### src/rtl/vga_timing_gen_pkg.sv
// Default 640x480@60Hz raster constants and the coordinate type shared by
// the VGA timing generator and its consumers.
package vga_timing_pkg;

   localparam int unsigned H_VISIBLE_DEF = 640;
   localparam int unsigned H_FRONT_DEF   = 16;
   localparam int unsigned H_SYNC_DEF    = 96;
   localparam int unsigned H_BACK_DEF    = 48;
   localparam int unsigned V_VISIBLE_DEF = 480;
   localparam int unsigned V_FRONT_DEF   = 10;
   localparam int unsigned V_SYNC_DEF    = 2;
   localparam int unsigned V_BACK_DEF    = 33;

   localparam int unsigned H_TOTAL_DEF = H_VISIBLE_DEF + H_FRONT_DEF + H_SYNC_DEF + H_BACK_DEF;
   localparam int unsigned V_TOTAL_DEF = V_VISIBLE_DEF + V_FRONT_DEF + V_SYNC_DEF + V_BACK_DEF;

   typedef logic [9:0] coord_t;

   function automatic coord_t to_coord(input int unsigned v);
      return coord_t'(v);
   endfunction

endpackage

### src/rtl/vga_timing_gen_if.sv
// Raster timing bundle: the generator drives it (master), renderers and the
// DAC path observe it (slave).
interface vga_timing_gen_if
   import vga_timing_pkg::*;
#(
   parameter int unsigned FRAME_CNT_W = 16
);
   coord_t                 DrawX;
   coord_t                 DrawY;
   logic                   blank;
   logic                   hs;
   logic                   vs;
   logic                   line_start;
   logic                   frame_start;
   logic [FRAME_CNT_W-1:0] frame_count;

   modport master (
      output DrawX, DrawY, blank, hs, vs, line_start, frame_start, frame_count
   );

   modport slave (
      input DrawX, DrawY, blank, hs, vs, line_start, frame_start, frame_count
   );
endinterface

### src/rtl/vga_timing_gen_sync_delay_line.sv
// DEPTH-stage 1-bit shift register with async reset to RESET_VAL; DEPTH=0
// degenerates to a plain wire.
module sync_delay_line #(
   parameter int unsigned DEPTH     = 1,
   parameter logic        RESET_VAL = 1'b1
) (
   input  logic clk,
   input  logic rst,
   input  logic d,
   output logic q
);

   generate
      if (DEPTH == 0) begin : g_wire
         logic unused_clk_rst;
         assign unused_clk_rst = clk ^ rst;
         assign q = d;
      end else begin : g_shift
         logic [DEPTH-1:0] sr;

         always_ff @(posedge clk or posedge rst) begin
            if (rst) begin
               sr <= {DEPTH{RESET_VAL}};
            end else begin
               sr[0] <= d;
               for (int unsigned i = 1; i < DEPTH; i++) begin
                  sr[i] <= sr[i-1];
               end
            end
         end

         assign q = sr[DEPTH-1];
      end
   endgenerate

endmodule

### src/rtl/vga_timing_gen.sv
// Free-running VGA raster timing source: pixel/line counters, registered
// blank/sync/strobe decode, delayed syncs and a frame counter.
module vga_timing_gen
   import vga_timing_pkg::*;
#(
   parameter int unsigned H_VISIBLE   = H_VISIBLE_DEF,
   parameter int unsigned H_FRONT     = H_FRONT_DEF,
   parameter int unsigned H_SYNC      = H_SYNC_DEF,
   parameter int unsigned H_BACK      = H_BACK_DEF,
   parameter int unsigned V_VISIBLE   = V_VISIBLE_DEF,
   parameter int unsigned V_FRONT     = V_FRONT_DEF,
   parameter int unsigned V_SYNC      = V_SYNC_DEF,
   parameter int unsigned V_BACK      = V_BACK_DEF,
   parameter int unsigned SYNC_DELAY  = 1,
   parameter int unsigned FRAME_CNT_W = 16
) (
   input logic              vga_clk,
   input logic              reset,
   vga_timing_gen_if.master vga
);

   localparam int unsigned H_TOTAL = H_VISIBLE + H_FRONT + H_SYNC + H_BACK;
   localparam int unsigned V_TOTAL = V_VISIBLE + V_FRONT + V_SYNC + V_BACK;

   localparam coord_t X_LAST   = to_coord(H_TOTAL - 1);
   localparam coord_t Y_LAST   = to_coord(V_TOTAL - 1);
   localparam coord_t X_VIS    = to_coord(H_VISIBLE);
   localparam coord_t Y_VIS    = to_coord(V_VISIBLE);
   localparam coord_t HS_BEGIN = to_coord(H_VISIBLE + H_FRONT);
   localparam coord_t HS_END   = to_coord(H_VISIBLE + H_FRONT + H_SYNC);
   localparam coord_t VS_BEGIN = to_coord(V_VISIBLE + V_FRONT);
   localparam coord_t VS_END   = to_coord(V_VISIBLE + V_FRONT + V_SYNC);

   coord_t                 x, y, x_next, y_next;
   logic                   blank, line_start, frame_start;
   logic                   hs_raw, vs_raw, first_frame;
   logic [FRAME_CNT_W-1:0] fcount;
   logic                   wrap;

   always_comb begin
      x_next = x + 10'd1;
      y_next = y;
      if (x == X_LAST) begin
         x_next = '0;
         if (y == Y_LAST) y_next = '0;
         else             y_next = y + 10'd1;
      end
   end

   assign wrap = (x == X_LAST) && (y == Y_LAST);

   // Decode from the next-state counters so every flag lines up with DrawX/DrawY.
   always_ff @(posedge vga_clk or posedge reset) begin
      if (reset) begin
         x           <= X_LAST;
         y           <= Y_LAST;
         blank       <= 1'b0;
         line_start  <= 1'b0;
         frame_start <= 1'b0;
         hs_raw      <= 1'b1;
         vs_raw      <= 1'b1;
         first_frame <= 1'b1;
         fcount      <= '0;
      end else begin
         x           <= x_next;
         y           <= y_next;
         blank       <= (x_next < X_VIS) && (y_next < Y_VIS);
         line_start  <= (x_next == '0);
         frame_start <= (x_next == '0) && (y_next == '0);
         hs_raw      <= !((x_next >= HS_BEGIN) && (x_next < HS_END));
         vs_raw      <= !((y_next >= VS_BEGIN) && (y_next < VS_END));
         if (wrap) begin
            if (first_frame) first_frame <= 1'b0;
            else             fcount      <= fcount + 1'b1;
         end
      end
   end

   sync_delay_line #(.DEPTH(SYNC_DELAY), .RESET_VAL(1'b1)) u_hs_delay (
      .clk (vga_clk),
      .rst (reset),
      .d   (hs_raw),
      .q   (vga.hs)
   );

   sync_delay_line #(.DEPTH(SYNC_DELAY), .RESET_VAL(1'b1)) u_vs_delay (
      .clk (vga_clk),
      .rst (reset),
      .d   (vs_raw),
      .q   (vga.vs)
   );

   assign vga.DrawX       = x;
   assign vga.DrawY       = y;
   assign vga.blank       = blank;
   assign vga.line_start  = line_start;
   assign vga.frame_start = frame_start;
   assign vga.frame_count = fcount;

endmodule

### src/flat_wrapper.sv
// flat-port wrapper written by rule: the top's interface ports become plain ports
module vga_timing_gen_flat import vga_timing_pkg::*;
#(
   parameter int unsigned H_VISIBLE   = H_VISIBLE_DEF,
   parameter int unsigned H_FRONT     = H_FRONT_DEF,
   parameter int unsigned H_SYNC      = H_SYNC_DEF,
   parameter int unsigned H_BACK      = H_BACK_DEF,
   parameter int unsigned V_VISIBLE   = V_VISIBLE_DEF,
   parameter int unsigned V_FRONT     = V_FRONT_DEF,
   parameter int unsigned V_SYNC      = V_SYNC_DEF,
   parameter int unsigned V_BACK      = V_BACK_DEF,
   parameter int unsigned SYNC_DELAY  = 1,
   parameter int unsigned FRAME_CNT_W = 16
)
  (vga_clk, reset, vga_DrawX, vga_DrawY, vga_blank, vga_hs, vga_vs, vga_line_start, vga_frame_start, vga_frame_count);
  vga_timing_gen_if #(.FRAME_CNT_W(FRAME_CNT_W)) vga_i ();
  input logic vga_clk;
  input logic reset;
  output wire logic [$bits(vga_i.DrawX)-1:0] vga_DrawX;
  output wire logic [$bits(vga_i.DrawY)-1:0] vga_DrawY;
  output wire logic [$bits(vga_i.blank)-1:0] vga_blank;
  output wire logic [$bits(vga_i.hs)-1:0] vga_hs;
  output wire logic [$bits(vga_i.vs)-1:0] vga_vs;
  output wire logic [$bits(vga_i.line_start)-1:0] vga_line_start;
  output wire logic [$bits(vga_i.frame_start)-1:0] vga_frame_start;
  output wire logic [$bits(vga_i.frame_count)-1:0] vga_frame_count;
  assign vga_DrawX = vga_i.DrawX;
  assign vga_DrawY = vga_i.DrawY;
  assign vga_blank = vga_i.blank;
  assign vga_hs = vga_i.hs;
  assign vga_vs = vga_i.vs;
  assign vga_line_start = vga_i.line_start;
  assign vga_frame_start = vga_i.frame_start;
  assign vga_frame_count = vga_i.frame_count;
  vga_timing_gen #(.H_VISIBLE(H_VISIBLE), .H_FRONT(H_FRONT), .H_SYNC(H_SYNC), .H_BACK(H_BACK), .V_VISIBLE(V_VISIBLE), .V_FRONT(V_FRONT), .V_SYNC(V_SYNC), .V_BACK(V_BACK), .SYNC_DELAY(SYNC_DELAY), .FRAME_CNT_W(FRAME_CNT_W)) u_core (.vga_clk(vga_clk), .reset(reset), .vga(vga_i));
endmodule
### config.mk
export PLATFORM = sky130hd
export DESIGN_NAME = vga_timing_gen_flat
export DESIGN_NICKNAME = d
export VERILOG_FILES = /design/src/rtl/vga_timing_gen_pkg.sv /design/src/rtl/vga_timing_gen_if.sv /design/src/rtl/vga_timing_gen_sync_delay_line.sv /design/src/rtl/vga_timing_gen.sv /design/src/flat_wrapper.sv
export SDC_FILE = /design/constraint.sdc
export NUM_CORES = 1
export LEC_CHECK = 0
export BUFFER_PORTS_ARGS = -buffer_cell sky130_fd_sc_hd__buf_4
export CAP_MARGIN = 20
export CORE_MARGIN = 10
export CORE_UTILIZATION = 50
export DETAILED_ROUTE_END_ITERATION = 8
export PLACE_DENSITY = 0.73
export SETUP_SLACK_MARGIN = 0.5
export SLEW_MARGIN = 25
export SYNTH_ARGS = -nofsm -noshare
export SYNTH_HDL_FRONTEND = slang
export SYNTH_SLANG_ARGS = --single-unit
### constraint.sdc
create_clock -name vga_clk -period 6.6 [get_ports vga_clk]
set_clock_uncertainty 0.1 [all_clocks]
set_input_delay 0.99 -clock vga_clk [delete_from_list [all_inputs] [get_ports vga_clk]]
set_output_delay 0.99 -clock vga_clk [all_outputs]
set_load 0.02 [all_outputs]
After elaboration in Yosys (flattened, before gate mapping). Index checks and enable logic that the tools add are counted. Widths: inputs -> output; s select.

Bits in latches: 0. RAM bits: 0. Register bits: 44. Logic and storage cells: 36. Bits of input ports: 2. ROM bits: 0. Memories kept: 0.

$add $sub $neg: 3. Mux-type cells: 3. Equality and inequality tests: 2. Shift operators: 0. Multiply operators: 0. Bitwise gates (word level): 1. Reduce and logical (&&, ||, !) cells: 10. Magnitude comparators: 6. Div/mod/pow operators: 0.

Operators by type and width (number): $mux 10 (3); $add 10x1->10 const B (2); $eq 10x10->1 const B (2); $logic_not 10->1 (2); $lt 10x10->1 const B (2); $lt 10x9->1 const B (2); $add 16x1->16 const B (1); $ge 10x10->1 const B (1); $ge 10x9->1 const B (1); $logic_and 1x1->1 (5); $logic_not 1->1 (2); $reduce_and 2->1 (1); $not 1->1 (1).

Logic depth before layout (Yosys ltp).
Word-level depth: 6. Mapped depth: 9. Mapped depth without buffers: 9.

By module. From an unflattened synthesis, not the netlist that was laid out.

Cells, all modules: 225. Area, all modules: 2307.2 µm².

By module, submodules not included: vga_timing_gen (area each 2247.2 µm², instances 1, cells an instance 221); sync_delay_line (area each 30.0 µm², instances 2, cells an instance 2).

Worst setup path after synthesis. Ideal clock, no wire load.

Kind: register to register. From: register u_core.x[0] (netlist: u_core.vga.DrawX[0]). To: register u_core.frame_start (netlist: u_core.vga.frame_start). Library setup time: 0.101 ns. Stages on the path, launching flop included: 9. Clock period less this slack: 2.672 ns. Setup slack: 3.928 ns. Buffers on the path: 1. Arrival: 2.471 ns. Path through: dfstp_2 ha_1 nand4_4 or3_1 buf_6 or3_4 xor2_2 nand3_1 nor4_1.

Cells in the longest elaborated chain, start to end: 4. Elaborated cells between the ends (all ways): 7. Classes of those cells: add/sub: 1; eq/ne: 1; mux: 2; reduce/logical: 3.

Ends and longest elaborated chain: from (decl) (line vga_timing_gen.sv:34) `coord_t x, y, x_next, y_next;`; from (signal assigned) (line vga_timing_gen.sv:65) `x <= x_next;`; $add 10x1->10 or $eq 10x10->1 (tied branches) (line vga_timing_gen.sv:41, vga_timing_gen.sv:43); $mux 10 (line vga_timing_gen.sv:43) `if (x == X_LAST) begin`; $logic_not 10->1 (line vga_timing_gen.sv:69) `frame_start <= (x_next == '0) && (y_next == '0);`; $logic_and 1x1->1 (*) (line vga_timing_gen.sv:69); to (signal assigned) (line vga_timing_gen.sv:69); to (decl) (line vga_timing_gen.sv:35) `logic blank, line_start, frame_start;`.

Mark *: on every way between the ends. The rest lies on a longest branch, timed or not. A chain may end at the register's enable or synchronous reset.

Worst setup path in the final report.
From: register u_core.x[0] (netlist: u_core.vga.DrawX[0]). To: register u_core.fcount[15] (netlist: u_core.vga.frame_count[15]).

Cells in the longest elaborated chain, start to end: 3.

Ends and longest elaborated chain: $eq 10x10->1 (line vga_timing_gen.sv:50) `assign wrap = (x == X_LAST) && (y == Y_LAST);`; $logic_and 1x1->1 (line vga_timing_gen.sv:50); $reduce_and 2->1 (no source line); to (signal assigned) (line vga_timing_gen.sv:74) `else fcount <= fcount + 1'b1;`; to (decl) (line vga_timing_gen.sv:37) `logic [FRAME_CNT_W-1:0] fcount;`.

Every way passes these cells.

==> results.md <==
- Post-synthesis sequential area ratio: 48.77%
- Vias: 1731
- Post-synthesis mux area share: 1.417%
- Synth Instances: 220
- Number of max-cap violations: 0
- Post-synth top cells: dfrtp_1 (29), nand2_1 (21), nor2_1 (21), xnor2_1 (18), dfstp_2 (15)
- Pwr per Cell Area: 179.0 nW/um2
- Most used DFF post-synth: dfrtp_1
- CP arrival: 3.01 ns
- Final worst slack: 3.676 ns
- # nets final: 269
- Xor-xnor portion of the synthesized cell area: 12.15%
- Main combinational cell family by area after synthesis: simple AND/OR/NAND/NOR gates
- Async set-or-reset flop fraction in the synthesized netlist: 100.0%
- Count leader, synth: dfrtp_1
- Layout cells sized above 1: 29.92%
- Hold_sp: u_core.hs_raw
- CTS buffer count: 5
- Ys Warns: 0
- Synth Area in Simple Gates: 22.83%
- Drt wl/cell: 14.98 um
- Avg Synthesized Cell Area: 10.44 um2
- Mapped cell area: 2296 um2
- CORE AREA: 4414 um2
- DRT Wirelength: 4735 um
- Worst Tran Pin Value: 0.6026 ns
- Via-per-instance ratio: 5.478
- Startpoint types: register
- Worst skew pair latency: 0.30 ns
- Reg clk slew, reported paths: 0.08 ns
- Status: complete, no violations
- Port bufs: 42
- First-pass iteration count of the detailed router: 4
- Die extent in x: 87.77 um
- Initial DRC count: 76
- Root buf cell: clkbuf_8
- Clk sinks: 44
- Peak supply drop: 0.1096 mV
- H-tree levels: 2
- Synth Area in Compound Gates: 7.084%
- Final period util: 44.30%
- Drt drc: 0
- Vias in the first global route: 1748
- Crit. End Element: register
- Slew headroom: 59.49%
- ANT cells: 0
- Leak: 1.338 nW
- Fin. Hold Viols: 0
- Synth Register Bits: 44
- First-pass GRT wire length: 8031 um
- CP required: 6.69 ns
- Post-synth top area cell: dfrtp_1
- Fin. max-slew vios: 0
- Fmax achieved: 342.0 MHz
- Worst r2r src: u_core.vga.DrawX[0]
- Worst Setup SP: u_core.vga.DrawX[0]
- Cts repair resizes: 0
- Hold WC Path Type: register to register
- Slowest CP cell: dfstp_2
- Synthesis-to-finish area growth: 18.47%
- TritonCTS clock tree: yes
- Post-synthesis adder-cell area fraction: 2.180%
- Final ANT Viol Nets: 0
- GRT Util Overall: 12.68%
- Initial antenna violation count: 0
- Count of different cell masters after synthesis: 41
- Setup bufs post-CTS: 0
- Max incr delay on CP: 0.57 ns
- GRT overflow: 0
- Full die area: 7703 um2
- Cts hold-fix bufs: 0
- Post-layout minimum cycle time: 2.924 ns
- Crit-path max FO: 16
- Max clock buf depth: 2
- Number of synthesized flops with an enable pin: 0
- Top-area cell type share of the netlist area: 31.61%
- Place WS: 3.678 ns
- Largest net degree at the start of global routing: 45
- Placer's final routability congestion estimate: 0.8379
- Io pins: 43
- Final HPWL DP: 3551 um
- Crit-path cells: ha_1 > nand4_4 > nor3_4 > nand3_1 > nor3_1 > nand4_1 > xnor2_1
- RSZ-0062 raised after global routing: false
- Die H: 87.77 um
- Layout fillers: 385
- Setup CP Type: register to register
- Top cells by area, synth: dfrtp_1 (32%), dfstp_2 (17%), xnor2_1 (6.9%)
- Syn_nets: 226
- Final setup violation count: 0
- Starting Density: 52.01%
- Setup_tns: 0 ns
- FP Rows: 24
==> power breakdown <==
group / switching (W) / internal, W
logic: 0.00000498 / 0.000000812
registers: 0 / 0.000270
clock network: 0.0000974 / 0.000114
total: 0.000102 / 0.000385
==> logic make-up after synthesis <==
logic type,count (synthesis)
AND/OR/NAND/NOR,92
flip-flops,44
XOR/XNOR,31
AO/OA/AOI/OAI,26
buffers and inverters,20
adder cells (fa/ha/maj),4
multiplexers,3
==> layout by cell type, fill, tap and decap left out, types with 8 or more instances in the layout <==
cell,synthesis,final
dfstp_2,15,15
o21ai_0,10,10
nand4_1,8,8
dfrtp_1,29,29
nand3_1,9,9
xnor2_1,18,18
nor2_1,21,21
nand2_1,21,21
inv_1,13,12
xor2_1,12,12
buf_4,0,43
==> worst max-delay path: cells and delay by family, from the launching register on <==
kind                     cells  cell delay [ns]
adder cells (fa/ha/maj)      1             0.28
AND/OR/NAND/NOR              5             1.70
flip-flops                   1             0.57
XOR/XNOR                     1             0.15
==> flip-flops by register name, summed over array words and instances (netlist names) <==
register / cells
u_core.vga.frame_count: 16
u_core.vga.DrawX: 10
u_core.u_hs_delay.q: 1
u_core.hs_raw: 1
u_core.vga.line_start: 1
u_core.vs_raw: 1
u_core.vga.DrawY: 10
u_core.first_frame: 1
u_core.vga.blank: 1
u_core.vga.frame_start: 1
u_core.u_vs_delay.q: 1
==> metrics by stage <==
stage	utilization (%)	area (um2)	total power [W]	instances	hold WS [ns]
3_5_place_dp	59.01	2605	0.0002812	308	0.2481
2_1_floorplan	-	2296	0.0002787	220	0.2452
5_1_grt	61.62	2720	0.0005065	316	0.2598
4_1_cts	61.62	2720	0.0004967	316	0.2612
3_3_place_gp	59.01	2605	0.0002810	308	0.2456
6_report	61.62	2720	0.0004870	316	0.2605
==> worst paths after layout <==
kind / to / slack, ns / depth (start not counted)
worst max register to register: u_core.vga.frame_count[15] / 3.68 / 7
min in group asynchronous: u_core.vga.frame_count[9] / 0.71 / 3
worst min register to register: u_core.u_hs_delay.q / 0.26 / 0
max in group asynchronous: u_core.vga.DrawX[3] / 5.31 / 3
worst min-delay path: u_core.u_hs_delay.q / 0.26 / 0
worst max-delay path: u_core.vga.frame_count[15] / 3.68 / 7
==> area by class of cell <==
type                            count  area (um2)  share of cell area, %
Clock buffer                        5       68.82                  2.530
Clock inverter                      3       46.29                  1.702
Tap cell                           52       65.06                  2.392
Multi-Input combinational cell    156        1049                  38.55
Sequential cell                    44        1120                  41.17
Inverter                           13       48.80                  1.794
Timing Repair Buffer               43       322.8                  11.87
==> metal layers <==
layer  wire length, um  global-route usage, %  share of wire [%]  up-vias
li1                  -                      -                  -      846
met1              2140                  16.31                 45      825
met2              2127                  19.38                 45       54
met3               406                  4.178                8.6        6
met4                61                  4.638                1.3        0
met5                 0                      0                  0        -
No activity file was read; power rests on OpenSTA's default activity.
